--- config.mk ---
export PLATFORM = sky130hd
export DESIGN_NAME = m_unit_seq
export DESIGN_NICKNAME = d
export VERILOG_FILES = /design/src/rtl/m_unit_seq_pkg.sv /design/src/rtl/m_unit_seq_div_step.sv /design/src/rtl/m_unit_seq.sv
export SDC_FILE = /design/constraint.sdc
export NUM_CORES = 2
export LEC_CHECK = 0
export ABC_AREA = 1
export CORE_UTILIZATION = 25
export CTS_CLUSTER_DIAMETER = 200
export CTS_CLUSTER_SIZE = 25
export DETAILED_ROUTE_END_ITERATION = 12
export DONT_BUFFER_PORTS = 1
export PLACE_DENSITY = 0.4
export SLEW_MARGIN = 20
export SYNTH_ARGS = -nofsm -noshare
export SYNTH_HDL_FRONTEND = slang
export SYNTH_SLANG_ARGS = --single-unit
--- constraint.sdc ---
create_clock -name clk_i -period 8.4 [get_ports clk_i]
set_clock_uncertainty 0.1 [all_clocks]
set_input_delay 1.68 -clock clk_i [delete_from_list [all_inputs] [get_ports clk_i]]
set_output_delay 1.68 -clock clk_i [all_outputs]
set_load 0.01 [all_outputs]
--- src/rtl/m_unit_seq_pkg.sv ---
// Shared definitions for the RV32M multi-cycle sequencer: funct3 codes, FSM states, operand helpers.
// Latency: n/a (constants and pure functions only).
// Backpressure: n/a.
package m_unit_seq_pkg;

    localparam int XLEN = 32;

    localparam logic [2:0] M_OP_MUL    = 3'b000;
    localparam logic [2:0] M_OP_MULH   = 3'b001;
    localparam logic [2:0] M_OP_MULHSU = 3'b010;
    localparam logic [2:0] M_OP_MULHU  = 3'b011;
    localparam logic [2:0] M_OP_DIV    = 3'b100;
    localparam logic [2:0] M_OP_DIVU   = 3'b101;
    localparam logic [2:0] M_OP_REM    = 3'b110;
    localparam logic [2:0] M_OP_REMU   = 3'b111;

    typedef enum logic [1:0] {
        MSEQ_IDLE = 2'd0,
        MSEQ_MUL  = 2'd1,
        MSEQ_DIV  = 2'd2,
        MSEQ_DONE = 2'd3
    } mseq_state_e;

    // rs1 is treated as signed by every signed multiply/divide variant
    function automatic logic rs1_is_signed(input logic [2:0] op);
        return (op == M_OP_MUL) || (op == M_OP_MULH) || (op == M_OP_MULHSU) ||
               (op == M_OP_DIV) || (op == M_OP_REM);
    endfunction

    // rs2 is unsigned for MULHSU in addition to the purely unsigned ops
    function automatic logic rs2_is_signed(input logic [2:0] op);
        return (op == M_OP_MUL) || (op == M_OP_MULH) ||
               (op == M_OP_DIV) || (op == M_OP_REM);
    endfunction

    function automatic logic [31:0] neg32(input logic [31:0] v);
        return ~v + 32'd1;
    endfunction

    function automatic logic [31:0] mag32(input logic [31:0] v, input logic is_signed);
        return (is_signed && v[31]) ? neg32(v) : v;
    endfunction

endpackage

--- src/rtl/m_unit_seq_div_step.sv ---
// One restoring-division step: shift remainder:quotient left, trial-subtract divisor, keep if no borrow.
// Latency: purely combinational.
// Backpressure: none; the sequencer decides when the step result is registered.
module m_div_step (
    input  logic [32:0] rem_i,
    input  logic [31:0] quo_i,
    input  logic [31:0] div_i,
    output logic [32:0] rem_o,
    output logic [31:0] quo_o
);

    logic [33:0] shifted;
    logic [33:0] diff;

    // Extra top bit makes the borrow of the trial subtraction explicit
    always_comb begin
        shifted = {rem_i, quo_i[31]};
        diff    = shifted - {2'b00, div_i};
        if (!diff[33]) begin
            rem_o = diff[32:0];
            quo_o = {quo_i[30:0], 1'b1};
        end else begin
            rem_o = shifted[32:0];
            quo_o = {quo_i[30:0], 1'b0};
        end
    end

endmodule

--- src/rtl/m_unit_seq.sv ---
// RV32M sequencer: one M op at a time, two-cycle registered multiply, 32-step restoring divide.
// Latency: MUL* valid at cycle 2, regular DIV/REM at cycle 33, div-by-zero/overflow at cycle 1.
// Backpressure: stall_o holds the pipeline while in flight; start_i is ignored unless IDLE.
module m_unit_seq
    import m_unit_seq_pkg::*;
#(
    parameter int XLEN_P = XLEN
) (
    input  logic        clk_i,
    input  logic        rst_i,
    input  logic        start_i,
    input  logic [2:0]  op_i,
    input  logic [31:0] rs1_i,
    input  logic [31:0] rs2_i,
    input  logic        flush_i,
    output logic        busy_o,
    output logic        stall_o,
    output logic        valid_o,
    output logic [31:0] result_o
);

    mseq_state_e state_q, state_d;
    logic [2:0]  op_q, op_d;
    logic [31:0] mag1_q, mag1_d;
    logic [31:0] mag2_q, mag2_d;
    logic        sign_q, sign_d;
    logic [32:0] rem_q, rem_d;
    logic [31:0] quo_q, quo_d;
    logic [4:0]  cnt_q, cnt_d;
    logic [31:0] result_q, result_d;

    logic        s1, s2;
    logic [63:0] prod, prod_s;
    logic [32:0] step_rem;
    logic [31:0] step_quo;

    m_div_step u_div_step (
        .rem_i (rem_q),
        .quo_i (quo_q),
        .div_i (mag2_q),
        .rem_o (step_rem),
        .quo_o (step_quo)
    );

    // Next-state, operand capture and result selection
    always_comb begin
        state_d  = state_q;
        op_d     = op_q;
        mag1_d   = mag1_q;
        mag2_d   = mag2_q;
        sign_d   = sign_q;
        rem_d    = rem_q;
        quo_d    = quo_q;
        cnt_d    = cnt_q;
        result_d = result_q;

        s1     = rs1_is_signed(op_i) & rs1_i[31];
        s2     = rs2_is_signed(op_i) & rs2_i[31];
        prod   = {32'd0, mag1_q} * {32'd0, mag2_q};
        prod_s = sign_q ? (~prod + 64'd1) : prod;

        case (state_q)
            MSEQ_IDLE: begin
                if (start_i && !flush_i) begin
                    op_d   = op_i;
                    mag1_d = mag32(rs1_i, rs1_is_signed(op_i));
                    mag2_d = mag32(rs2_i, rs2_is_signed(op_i));
                    case (op_i)
                        M_OP_MUL, M_OP_MULH, M_OP_DIV: sign_d = s1 ^ s2;
                        M_OP_MULHSU, M_OP_REM:         sign_d = s1;
                        default:                       sign_d = 1'b0;
                    endcase
                    if (!op_i[2]) begin
                        state_d = MSEQ_MUL;
                    end else if (rs2_i == 32'd0) begin
                        // Divide by zero: quotient all ones, remainder is the raw dividend
                        state_d  = MSEQ_DONE;
                        result_d = op_i[1] ? rs1_i : 32'hFFFF_FFFF;
                    end else if (!op_i[0] && rs1_i == 32'h8000_0000 && rs2_i == 32'hFFFF_FFFF) begin
                        state_d  = MSEQ_DONE;
                        result_d = op_i[1] ? 32'd0 : 32'h8000_0000;
                    end else begin
                        state_d = MSEQ_DIV;
                        cnt_d   = 5'd31;
                        rem_d   = 33'd0;
                        quo_d   = mag32(rs1_i, rs1_is_signed(op_i));
                    end
                end
            end
            MSEQ_MUL: begin
                if (flush_i) begin
                    state_d = MSEQ_IDLE;
                end else begin
                    state_d  = MSEQ_DONE;
                    result_d = (op_q == M_OP_MUL) ? prod_s[31:0] : prod_s[63:32];
                end
            end
            MSEQ_DIV: begin
                if (flush_i) begin
                    state_d = MSEQ_IDLE;
                end else begin
                    rem_d = step_rem;
                    quo_d = step_quo;
                    if (cnt_q == 5'd0) begin
                        state_d = MSEQ_DONE;
                        if (op_q[1]) begin
                            result_d = sign_q ? neg32(step_rem[31:0]) : step_rem[31:0];
                        end else begin
                            result_d = sign_q ? neg32(step_quo) : step_quo;
                        end
                    end else begin
                        cnt_d = cnt_q - 5'd1;
                    end
                end
            end
            default: begin
                state_d = MSEQ_IDLE;
            end
        endcase
    end

    // State and datapath registers with synchronous reset
    always_ff @(posedge clk_i) begin
        if (rst_i) begin
            state_q  <= MSEQ_IDLE;
            op_q     <= 3'd0;
            mag1_q   <= 32'd0;
            mag2_q   <= 32'd0;
            sign_q   <= 1'b0;
            rem_q    <= 33'd0;
            quo_q    <= 32'd0;
            cnt_q    <= 5'd0;
            result_q <= 32'd0;
        end else begin
            state_q  <= state_d;
            op_q     <= op_d;
            mag1_q   <= mag1_d;
            mag2_q   <= mag2_d;
            sign_q   <= sign_d;
            rem_q    <= rem_d;
            quo_q    <= quo_d;
            cnt_q    <= cnt_d;
            result_q <= result_d;
        end
    end

    // Reset wins over a held start, so no stall is requested while rst_i is high
    assign stall_o  = !rst_i && (((state_q == MSEQ_IDLE) && start_i) ||
                                 (state_q == MSEQ_MUL) || (state_q == MSEQ_DIV));
    assign busy_o   = (state_q != MSEQ_IDLE);
    assign valid_o  = (state_q == MSEQ_DONE);
    assign result_o = result_q;

endmodule

==> impl_metrics.env <==
export IMPL_die_w_um=463.0
export IMPL_drive_gt1_frac=0.1444
export IMPL_vias_per_cell=4.451
export IMPL_leakagePower_nw=35.88
export IMPL_grt_pass1_vias=51130
export IMPL_postCtsHoldBufs=0
export IMPL_yosysWarnings=0
export IMPL_fp_coreArea_mm2=0.2104
export IMPL_wl_per_cell_um=19.67
export IMPL_r2r_setup_slack_ns=0.29
export IMPL_totalWireLength_um=219600
export IMPL_r2r_end="result_o[23]"
export IMPL_crit_type="flip-flop to flip-flop"
export IMPL_die_area_mm2=0.2144
export IMPL_fmax_mhz=123.3
export IMPL_grt_max_degree=115
export IMPL_cp_slowest_cell="fa_1"
export IMPL_cts_tree="yes"
export IMPL_clk_latency_ns=0.50
export IMPL_ant_nets=0
export IMPL_async_flop_share=0
export IMPL_nets=9618
export IMPL_grt_pass1_wl_um=327000
export IMPL_cts_sinks=172
export IMPL_cpMostUsedCell="nand2_1"
export IMPL_required_ns=8.68
export IMPL_critPathArrivalTime_ns=8.38
export IMPL_grtUsageTotal=0.2007
export IMPL_clockRootBuffer="clkbuf_16"
export IMPL_critPathMaxStageDelay_ns=0.57
export IMPL_rsz0062_at_grt="yes"
export IMPL_firstDrtPassIters=5
export IMPL_num_vias=49690
export IMPL_port_buffers=0
export IMPL_syn_to_final_growth_pct=19.73
export IMPL_cts_clk_slew_worst_paths_ns=0.09
export IMPL_std_cell_rows=168
export IMPL_htreeDepth=4
export IMPL_clk_path_buf_depth=2
export IMPL_pre_cts_slack_ns=-0.2918
export IMPL_ir_worst_vdd_mv=0.2208
export IMPL_die_y_um=463.0
export IMPL_slew_viol_final=0
export IMPL_r2r_start="mag1_q[7]"
export IMPL_hold_viol=0
export IMPL_cp_top_family="adder cells"
export IMPL_synth_seq_cells=172
export IMPL_multi_input_area_mm2=0.04184
export IMPL_nFillCells=23200
export IMPL_synth_distinct_cells=57
export IMPL_seq_area_mm2=0.003507
export IMPL_syn_area_mm2=0.05314
export IMPL_grt_overflow=0
export IMPL_cap_violations=0
export IMPL_min_path_cells=2
export IMPL_period_needed_ns=8.107
export IMPL_synth_edff_count=0
export IMPL_reg2regPathDepth=38
export IMPL_cp_max_fo=5
export IMPL_place_gp_congestion=0.9281
export IMPL_numCtsBuffers=17
export IMPL_status="complete, no violations"
export IMPL_start_util=0.2525
export IMPL_start_kind="flip-flop"
export IMPL_worstHoldStart="cnt_q[4]"
export IMPL_boundaryPins=106
export IMPL_antenna_found_initial=15
export IMPL_synth_flop_cell="dfxtp_1"
export IMPL_slew_limit_headroom=0.2411
export IMPL_setup_violations=0
export IMPL_min_to="cnt_q[4]"
export IMPL_syn_avg_cell_area_um2=6.601
export IMPL_dpl_cell_count=11050
export IMPL_period_share=0.9652
export IMPL_fin_ws_ns=0.2926
export IMPL_worst_hold_path_type="flip-flop to flip-flop"
export IMPL_synthCells=8050
export IMPL_dp_hpwl_um=181300
export IMPL_drt_iter0_markers=3217
export IMPL_stdcell_count=11170
export IMPL_synth_nets=9325
export IMPL_power_total_w=0.01473
export IMPL_drc_errors=0
export IMPL_powerDensity_mw_per_mm2=231.5
export IMPL_end_kind="flip-flop"
export IMPL_crit_buf_inv=9
export IMPL_ys_seq_area_frac=0.06480
export IMPL_worstMarginPinSlew_ns=1.137
[cells in the final DEF, fill, tap and decap left out, types with 22 or more instances in the layout]
cell type	netlist	layout
nand2_1	2395	2262
inv_1	2104	2076
fa_1	897	863
buf_4	3	527
nor2_1	444	367
nand3_1	334	312
a21oi_1	302	281
ha_1	307	281
o21ai_0	236	228
nand2_2	37	153
dfxtp_1	172	141
buf_12	1	86
xor2_1	69	68
nor2_2	24	66
nand4_1	58	58
nor3_1	56	47
inv_2	16	44
nor2_4	9	44
fa_2	0	34
xnor2_1	36	31
nand2_4	11	28
buf_6	3	26
a21oi_2	8	25
o21ai_1	22	24
clkbuf_16	0	22
[kinds of logic after synthesis]
| family | count (synthesis) | share of synthesized area |
|---|---|---|
| adders and majority gates | 1204 | 0.4102 |
| xor gates and xnor gates | 106 | 0.01761 |
| and+or+nand+nor | 3427 | 0.2645 |
| buffers and inverters | 2498 | 0.1778 |
| DFF | 172 | 0.06480 |
| AOI/OAI and AO/OA | 643 | 0.06501 |
[cells in the mapped netlist (8+ instances only)]
master / instances / area share
fa_1: 897 / 0.34
nor2_1: 444 / 0.031
o21bai_1: 13 / 0.0018
o211ai_1: 14 / 0.0020
nand4_1: 58 / 0.0068
xnor2_1: 36 / 0.0059
clkbuf_1: 343 / 0.024
nor2_2: 24 / 0.0028
o21ai_1: 22 / 0.0021
a21oi_2: 8 / 0.0013
buf_1: 15 / 0.0011
ha_1: 307 / 0.072
xor2_1: 69 / 0.011
inv_2: 16 / 0.0011
nand3_1: 334 / 0.031
a31oi_1: 14 / 0.0016
o21ai_0: 236 / 0.022
inv_1: 2104 / 0.15
nor3_1: 56 / 0.0053
dfxtp_1: 172 / 0.065
buf_2: 8 / 0.00075
nand2_2: 37 / 0.0044
nor2_4: 9 / 0.0019
a21oi_1: 302 / 0.028
nand2_4: 11 / 0.0023
nand3b_1: 21 / 0.0030
nor4_1: 11 / 0.0013
nand2_1: 2395 / 0.17
[worst min-delay path, cell delays in order (launching register included)]
cell,delay [ns]
dfxtp_1,0.32
nand2_1,0.06
a21oi_1,0.06
[where the power goes]
part / internal [W] / switching, W
clock network: 0.000404 / 0.000479
registers: 0.000949 / 0.000175
logic: 0.00508 / 0.00764
total: 0.00643 / 0.00829
[layer usage]
layer	wire length (um)	global-route usage	share of wire
met3	8980	0.01807	0.041
met2	100800	0.3281	0.46
met1	104800	0.2864	0.48
met5	9	0	0.000041
met4	4984	0.04002	0.023
[state kept, by name, summed over array words and instances (netlist names)]
register and flops:
mag1_q 32, sign_q 1, result_o 32, rem_q 33, quo_q 32, cnt_q 5
mag2_q 32, op_q 3, state_q 2
[per-stage QoR]
step / utilization / hold slack (ns) / instance area (um2) / TNS, ns
after floorplan: - / 0.3437 / 53140 / 0
after global placement: 0.2872 / 0.3497 / 60430 / -3.788
after detailed placement: 0.2872 / 0.3520 / 60430 / -3.379
after CTS: 0.2910 / 0.3659 / 61230 / 0
after global routing: 0.3023 / 0.3764 / 63610 / -0.3969
final: 0.3024 / 0.3711 / 63620 / 0
[final cells by class]
cell class	count	share of cell area
multi-input cells	5380	0.6577
flip-flops and latches	172	0.05513
diodes	4	0.0001573
inverters	2124	0.1253
clock inverters	14	0.002635
well taps	2805	0.05517
clock buffers	18	0.006746
repair buffers	648	0.09715
[repair_timing]
item | in CTS | in global routing
gates cloned | 2 | 5
gates resized for setup | 35 | 470
setup endpoints to repair | 26 | 32
setup buffers | 2 | 67
pin swaps | 5 | 167
[how the worst max path moves through the flow]
stage | startpoint | to | slack, ns | cells after the start
2_1_floorplan | mag1_q[12] | result_o[23] | 0.89 | 39
3_3_place_gp | mag1_q[20] | result_o[30] | -0.31 | 37
3_5_place_dp | mag1_q[20] | result_o[20] | -0.29 | 38
4_1_cts | mag1_q[15] | result_o[23] | 0.004 | 38
5_1_grt | mag1_q[10] | result_o[13] | -0.05 | 35
6_report | mag1_q[7] | result_o[23] | 0.29 | 38
Power figures use the tool's default switching activity.
